## config.mk

```make
export PLATFORM = sky130hd
export DESIGN_NAME = fifo_burst_reader
export DESIGN_NICKNAME = d
export VERILOG_FILES = /design/src/rtl/fifo_burst_reader.sv
export SDC_FILE = /design/constraint.sdc
export NUM_CORES = 1
export LEC_CHECK = 0
export CAP_MARGIN = 20
export CORE_MARGIN = 1
export CORE_UTILIZATION = 40
export DETAILED_ROUTE_END_ITERATION = 8
export MAX_ROUTING_LAYER = met4
export PLACE_DENSITY = 0.75
export SLEW_MARGIN = 20
export SYNTH_ARGS = -nofsm -noshare
export SYNTH_HDL_FRONTEND = slang
export SYNTH_SLANG_ARGS = --single-unit
```

## constraint.sdc

```tcl
create_clock -name clk_i -period 2.3 [get_ports clk_i]
set_clock_uncertainty 0.1 [all_clocks]
set_input_delay 0.345 -clock clk_i [delete_from_list [all_inputs] [get_ports clk_i]]
set_output_delay 0.345 -clock clk_i [all_outputs]
set_load 0.05 [all_outputs]
```

## src/rtl/fifo_burst_reader.sv

```systemverilog
// rtl/fifo_burst_reader.sv - drains a FIFO read port into ready/valid bursts with a last marker
module fifo_burst_reader #(
    parameter int DATA_WIDTH = 32,
    parameter int FIFO_DEPTH = 8,
    parameter int ADDR_DEPTH = (FIFO_DEPTH > 1) ? $clog2(FIFO_DEPTH) : 1,
    parameter int MAX_BURST  = 4,
    parameter int TIMEOUT    = 16
) (
    input  logic                  clk_i,
    input  logic                  rst_ni,
    input  logic                  flush_i,
    input  logic                  enable_i,
    input  logic                  fifo_full_i,
    input  logic                  fifo_empty_i,
    input  logic [ADDR_DEPTH-1:0] fifo_usage_i,
    input  logic [DATA_WIDTH-1:0] fifo_data_i,
    output logic                  fifo_pop_o,
    output logic                  m_valid_o,
    input  logic                  m_ready_i,
    output logic [DATA_WIDTH-1:0] m_data_o,
    output logic                  m_last_o,
    output logic                  busy_o
);

    localparam int AVAIL_W = ADDR_DEPTH + 1;
    localparam int BEAT_W  = $clog2(MAX_BURST + 1);
    localparam int TIMER_W = $clog2(TIMEOUT + 1);

    localparam logic [AVAIL_W-1:0] DEPTH_C     = AVAIL_W'(FIFO_DEPTH);
    localparam logic [AVAIL_W-1:0] BURST_C     = AVAIL_W'(MAX_BURST);
    localparam logic [BEAT_W-1:0]  MAX_BEATS_C = BEAT_W'(MAX_BURST);
    localparam logic [TIMER_W-1:0] TIMEOUT_C   = TIMER_W'(TIMEOUT);

    typedef enum logic {
        ST_IDLE,
        ST_BURST
    } state_e;

    state_e                state_q, state_d;
    logic [TIMER_W-1:0]    timer_q, timer_d;
    logic [BEAT_W-1:0]     beats_left_q, beats_left_d;
    logic                  m_valid_q, m_valid_d;
    logic                  m_last_q, m_last_d;
    logic [DATA_WIDTH-1:0] m_data_q, m_data_d;

    logic [AVAIL_W-1:0]    avail;
    logic                  slot_free;
    logic                  pop;
    logic                  start;

    always_ff @(posedge clk_i) begin
        if (!rst_ni) begin
            state_q      <= ST_IDLE;
            timer_q      <= '0;
            beats_left_q <= '0;
            m_valid_q    <= 1'b0;
            m_last_q     <= 1'b0;
            m_data_q     <= '0;
        end else begin
            state_q      <= state_d;
            timer_q      <= timer_d;
            beats_left_q <= beats_left_d;
            m_valid_q    <= m_valid_d;
            m_last_q     <= m_last_d;
            m_data_q     <= m_data_d;
        end
    end

    // The FIFO reports usage 0 when full, so the full flag supplies the missing top count.
    always_comb begin
        avail     = fifo_full_i ? DEPTH_C : {1'b0, fifo_usage_i};
        slot_free = ~m_valid_q | m_ready_i;
        pop       = (state_q == ST_BURST) & (beats_left_q != '0) & slot_free
                    & ~fifo_empty_i & ~flush_i;
        start     = enable_i & ((avail >= BURST_C) | ((avail != '0) & (timer_q == TIMEOUT_C)));

        state_d      = state_q;
        timer_d      = timer_q;
        beats_left_d = beats_left_q;
        m_valid_d    = m_valid_q;
        m_last_d     = m_last_q;
        m_data_d     = m_data_q;

        if (flush_i) begin
            state_d      = ST_IDLE;
            timer_d      = '0;
            beats_left_d = '0;
            m_valid_d    = 1'b0;
            m_last_d     = 1'b0;
        end else begin
            case (state_q)
                ST_IDLE: begin
                    if (avail == '0) begin
                        timer_d = '0;
                    end else if ((avail < BURST_C) && (timer_q != TIMEOUT_C)) begin
                        timer_d = timer_q + TIMER_W'(1);
                    end
                    if (start) begin
                        beats_left_d = (avail >= BURST_C) ? MAX_BEATS_C : BEAT_W'(avail);
                        timer_d      = '0;
                        state_d      = ST_BURST;
                    end
                end
                ST_BURST: begin
                    if (pop) begin
                        m_data_d     = fifo_data_i;
                        m_valid_d    = 1'b1;
                        m_last_d     = (beats_left_q == BEAT_W'(1));
                        beats_left_d = beats_left_q - BEAT_W'(1);
                    end else if (slot_free) begin
                        m_valid_d = 1'b0;
                    end
                    if (m_valid_q && m_ready_i && m_last_q) begin
                        state_d = ST_IDLE;
                    end
                end
                default: state_d = ST_IDLE;
            endcase
        end
    end

    always_comb begin
        fifo_pop_o = pop & rst_ni;
        m_valid_o  = m_valid_q;
        m_data_o   = m_data_q;
        m_last_o   = m_last_q;
        busy_o     = (state_q == ST_BURST);
    end

    // A stalled beat must not change until the consumer takes it (a flush drops it instead).
    assert property (@(posedge clk_i) disable iff (!rst_ni)
        (m_valid_o && !m_ready_i && !flush_i) |=> ($stable(m_data_o) && $stable(m_last_o)));

    assert property (@(posedge clk_i) !(fifo_pop_o && fifo_empty_i));

    assert property (@(posedge clk_i) disable iff (!rst_ni) beats_left_q <= MAX_BEATS_C);

endmodule

```

---- After elaboration in Yosys (flattened, before gate mapping) ----
Cells that the tools add are included.
operators by class
  bitwise gates (word level) .............. 14
  equal/unequal tests ..................... 5
  add/sub/neg operators ................... 2
  magnitude comparators ................... 2
  reductions and logical operators ........ 14
  muxes and demuxes ....................... 13
operators by type and width
  operator                                                                              count
  5-bit two-way mux                                                                     3
  3-bit two-way mux                                                                     3
  2-bit AND reduction                                                                   4
  1-bit bitwise AND                                                                     7
  3-bit one-hot mux with 2 select lines                                                 1
  3-bit nonzero test                                                                    2
  5-bit by 1-bit adder with 5-bit output (second input constant)                        1
  5-bit == test (second input constant)                                                 1
  5-bit != test (second input constant)                                                 1
  1-bit inverter                                                                        5
  4-bit by 3-bit greater-or-equal comparator with 1-bit output (second input constant)  1
  4-bit logical NOT                                                                     1
  4-bit by 3-bit less-than comparator with 1-bit output (second input constant)         1
  1-bit two-way mux                                                                     4
  4-bit two-way mux                                                                     1
  4-bit nonzero test                                                                    1
  3-bit by 1-bit == test with 1-bit output (second input constant)                      1
  1-bit logical AND                                                                     3
  3-bit AND reduction                                                                   1
  3-bit by 1-bit subtractor with 3-bit output (second input constant)                   1
  2-bit by 1-bit != test with 1-bit output (second input constant)                      1
  2-bit != test (second input constant)                                                 1
  1-bit OR                                                                              2
  1-bit one-hot mux with 2 select lines                                                 1
  other kinds (2)                                                                       2
word-level totals
  input port bits ......................... 42
  register bits ........................... 43
  word-level logic and storage cells ...... 56

---- Longest topological paths before layout ----
  word-level depth ........................ 7
  depth in mapped cells ................... 8

---- Least setup slack after synthesis ----
No wires, ideal clock.
  kind .................................... reg2out
  start ................................... reg state_q, in the netlist busy_o
  end ..................................... out fifo_pop_o
  cell stages (with the launch flop) ...... 5
  setup slack ............................. 0.164 ns
  path buffers ............................ 2
  data arrival time ....................... 1.691 ns
  cells stage by stage .................... dfxtp_1 -> o2111a_1 -> buf_4 -> buf_4 -> and2_1
on the way
  longest elaborated chain between the ends .. 5
ends and longest elaborated chain
  item                            RTL line  source
  start, declared                 39        state_e state_q, state_d;
  start signal, assigned          60        state_q <= state_d;
  1-bit bitwise AND (2 in a row)  73        pop = (state_q == ST_BURST) & (beats_left_q != '0) & slot_free
  1-bit bitwise AND (2 in a row)  74        & ~fifo_empty_i & ~flush_i;
  1-bit bitwise AND               123       fifo_pop_o = pop & rst_ni;
  end, declared                   17        output logic fifo_pop_o,
No other way between the ends.

---- Worst setup path in the final report ----
  start ................................... reg m_valid_q, in the netlist m_valid_o
  end ..................................... out m_valid_o
RTL lines
  item                    RTL line  source
  start, declared         42        logic m_valid_q, m_valid_d;
  start signal, assigned  63        m_valid_q <= m_valid_d;
  end, declared           18        output logic m_valid_o,
No word-level cell between the ends.

==> summary.md <==
| Metric | Value |
|---|---|
| CTS sink cnt | `43` |
| Die Width | `around 71 µm` |
| Drt total wl | `4420 µm` |
| Post-Syn Area per Cell | `about 8.4 µm²` |
| Cell Pwr Density | `513 nW/µm²` |
| Rows | `24` |
| Switch share | `0.212` |
| DRC | `10` |
| Hold Path Class | `register to register` |
| Syn Nets | `~280` |
| Sequential share of power | `0.514` |
| Pin count of the biggest net entering global routing | `35` |
| Final TNS setup | `0 ns` |
| Post-CTS Setup Repair Bufs | `0` |
| Initial antenna violation count | `0` |
| Mux cell area share after synthesis | `0.00523` |
| Simple-gate portion of the synthesized area | `0.270` |
| CP max stage cell | `clkdlybuf4s50_1` |
| CP peak stage delay | `0.84 ns` |
| Vias in the first global route | `roughly 1.6k` |
| Sequential area share after synthesis | `0.449` |
| Setup violations, final | `0` |
| Footprint of the multi-input gates | `~1000 µm²` |
| Synth-to-Final Area Change | `49.3%` |
| Top FF cell, synth | `dfxtp_1` |
| Failing checks | `design-rule violations` |
| CP Data Required Time | `~1.9 ns` |
| Area fraction in compound gates after synthesis | `0.201` |
| Hpwl dp | `between 3000 and 4000 µm` |
| Flip-flop and latch area | `approximately 860 µm²` |
| Relative slew slack | `0.647` |
| Finished Layout Cells | `~360` |
| Synthesized instance count | `between 200 and 250` |
| Dominant cells by area after synthesis | `dfxtp_1 45%, nand2_1 14%, a21boi_0 12%, ha_1 3.3%, nand3_1 1.6%` |
| Clk pwr share | `0.386` |
| CP delay by family, top | `buffers and inverters` |
| Final Wtd Congestion | `approximately 0.89` |
| Fin crit period | `1.99 ns` |
| Ant diodes | `0` |
| Filler cell count | `between 400 and 500` |
| Post-layout nets | `roughly 350` |
| Ys Warns | `0` |
| Longest Clk Path Bufs | `2` |
| Most frequent cell after synthesis | `nand2_1` |
| Post-synth EDFFs | `0` |
| Fin. max-slew vios | `0` |
| Area share of the largest cell type after synthesis | `0.449` |
| Dpl cells | `351` |
| 1st-iter DRT viols | `between 90 and 100` |
| Unique masters post-synth | `40` |
| Chip height | `between 70 and 80 µm` |
| 1st-pass router iterations | `8` |
| Status | `complete, but fails checks` |
| Via density | `between 4 and 5` |
| Post-Synth XOR/XNOR Area | `0` |
| Synth top cells by count | `73 x nand2_1, 43 x dfxtp_1, 31 x a21boi_0` |
| Cell Int Power | `about 1.2 mW` |
| Reg clk slew, reported paths | `about 0.08 ns` |
| CTS root buf | `clkbuf_8` |
| Critical path buffer and inverter count | `1` |
| CP Cell Sequence | `clkdlybuf4s50_1` |
| Yosys reg bits | `between 40 and 50` |
| DR WL/cell | `about 12 µm` |
| Total gr overflow | `0` |
| Post_cts resized | `0` |
| Final ANT Viol Nets | `0` |
| Leak | `around 0.97 nW` |
| Comb power frac | `0.100` |
| Total Routing Usage GR | `0.191` |
| Tcrit/Tclk final | `0.865` |
| CP Max Fanout | `4` |
| CP Launch Type | `register` |
| Post-Synth Adder-Cell Area | `0.0327` |
| Worst skew pair latency | `0.29 ns` |
| Num CTS Buffers | `5` |
| Post-synth top area cell | `dfxtp_1` |
| Slew @ Worst Pin | `between 0.5 and 0.6 ns` |
| CTS tree | `done` |
| Hold_buf cts | `0` |
| Area of the core | `about 4500 µm²` |
| Final Hold Viols | `0` |
| Via count | `approximately 1.8k` |
| MaxCap Viol Count | `0` |
| Fmax | `a little over 500 MHz` |
| H-tree depth | `2` |
| Unrepaired setup endpoints after global routing | `false` |
| Cell area after synthesis | `1920 µm²` |
| First-pass GRT wire length | `between 7000 and 8000 µm` |
| Max VDD drop | `about 0.00032 V` |
| Main combinational cell family by area after synthesis | `simple AND/OR/NAND/NOR gates` |
| Async set or reset register ratio after synthesis | `0` |
| Initial Util | `0.428` |
| Setup CP Type | `register to primary output` |
| Ratio of cells with drive above 1 in the final layout | `0.0686` |
| Total net switching power | `between 0.3 and 0.4 mW` |
| Die area | `slightly above 5000 µm²` |
| Io pins | `between 70 and 80` |
| CP Capture Type | `primary output` |
| CP Data Arrival Time | `between 1.5 and 2 ns` |
| PortBufs | `77` |
-- final cells by class --
cell class | count | share of cell area
multi-input combinational | 167 | 0.340
tap | 52 | 0.0227
sequential | 43 | 0.301
inverter | 6 | 0.00787
clock inverter | 1 | 0.0105
timing repair buffer | 83 | 0.292
clock buffer | 6 | 0.0254
-- final timing paths --
check / start / to / slack (ns) / cells past startpoint
worst min-delay path: m_data_o[27] / m_data_o[27] / 0.36 / 2
worst min register to register: m_data_o[27] / m_data_o[27] / 0.36 / 2
worst max register to register: beats_left_q[0] / beats_left_q[0] / 0.47 / 7
worst max-delay path: m_valid_o / m_valid_o / 0.31 / 1
-- through the flow --
stage	setup slack [ns]	hold WS (ns)	power, mW	utilization	instance area (µm²)
3_3_place_gp	0.264	0.342	0.920	0.616	2760
6_report	0.311	0.356	1.47	0.639	2860
5_1_grt	0.231	0.385	1.52	0.639	2860
3_5_place_dp	0.250	0.352	0.919	0.616	2760
2_1_floorplan	0.164	0.358	0.828	-	1920
4_1_cts	0.295	0.364	1.48	0.639	2860
-- cells in the final DEF (no fill, tap or decap), drive strengths merged, types with 2 or more instances in the layout --
master	n
clkdlybuf4s50	75
nand2	73
dfxtp	43
a21boi	32
buf	8
nor2	7
inv	6
nand3	6
clkbuf	6
a21oi	5
ha	5
nor3	5
o21ai	4
nand3b	3
nand2b	3
nor4	3
nor2b	2
a31oi	2
o2111ai	2
-- routing by layer --
metal,vias to the layer above,GRT usage,part of all wire
li1,924,-,-
met1,770,0.257,0.48
met5,-,-,0
met3,5,0.0356,0.080
met4,0,0.0733,0.013
met2,61,0.284,0.42
-- power by group through the flow --
stage	Clock (mW)	Combinational (mW)	Sequential (mW)
CTS	0.582	0.148	0.754
finish	0.566	0.147	0.755
floorplan	0	0.0506	0.777
detailed placement	0	0.147	0.772
global placement	0	0.148	0.772
global route	0.609	0.159	0.756
-- kinds of logic (layout without fill, tap and decap cells) --
logic type / after synthesis / count (layout)
AO/OA/AOI/OAI: 52 / 52
multiplexers: 1 / 1
adder cells (fa/ha/maj): 5 / 5
buffers and inverters: 18 / 96
flip-flops: 43 / 43
AND/OR/NAND/NOR: 109 / 109
-- worst reg2reg max path: stages (launching register included) --
cell and delay, ns:
dfxtp_1 0.32, inv_1 0.11, ha_1 0.16, inv_1 0.06, o2111a_1 0.24, buf_4 0.16, or4_1 0.49, a31oi_1 0.13
-- state kept, by name, summed over array words and instances, names as in the netlist --
name	cells
beats_left_q	3
busy_o	1
m_data_o	32
m_last_o	1
m_valid_o	1
timer_q	5
(Power assumes the default switching activity.)
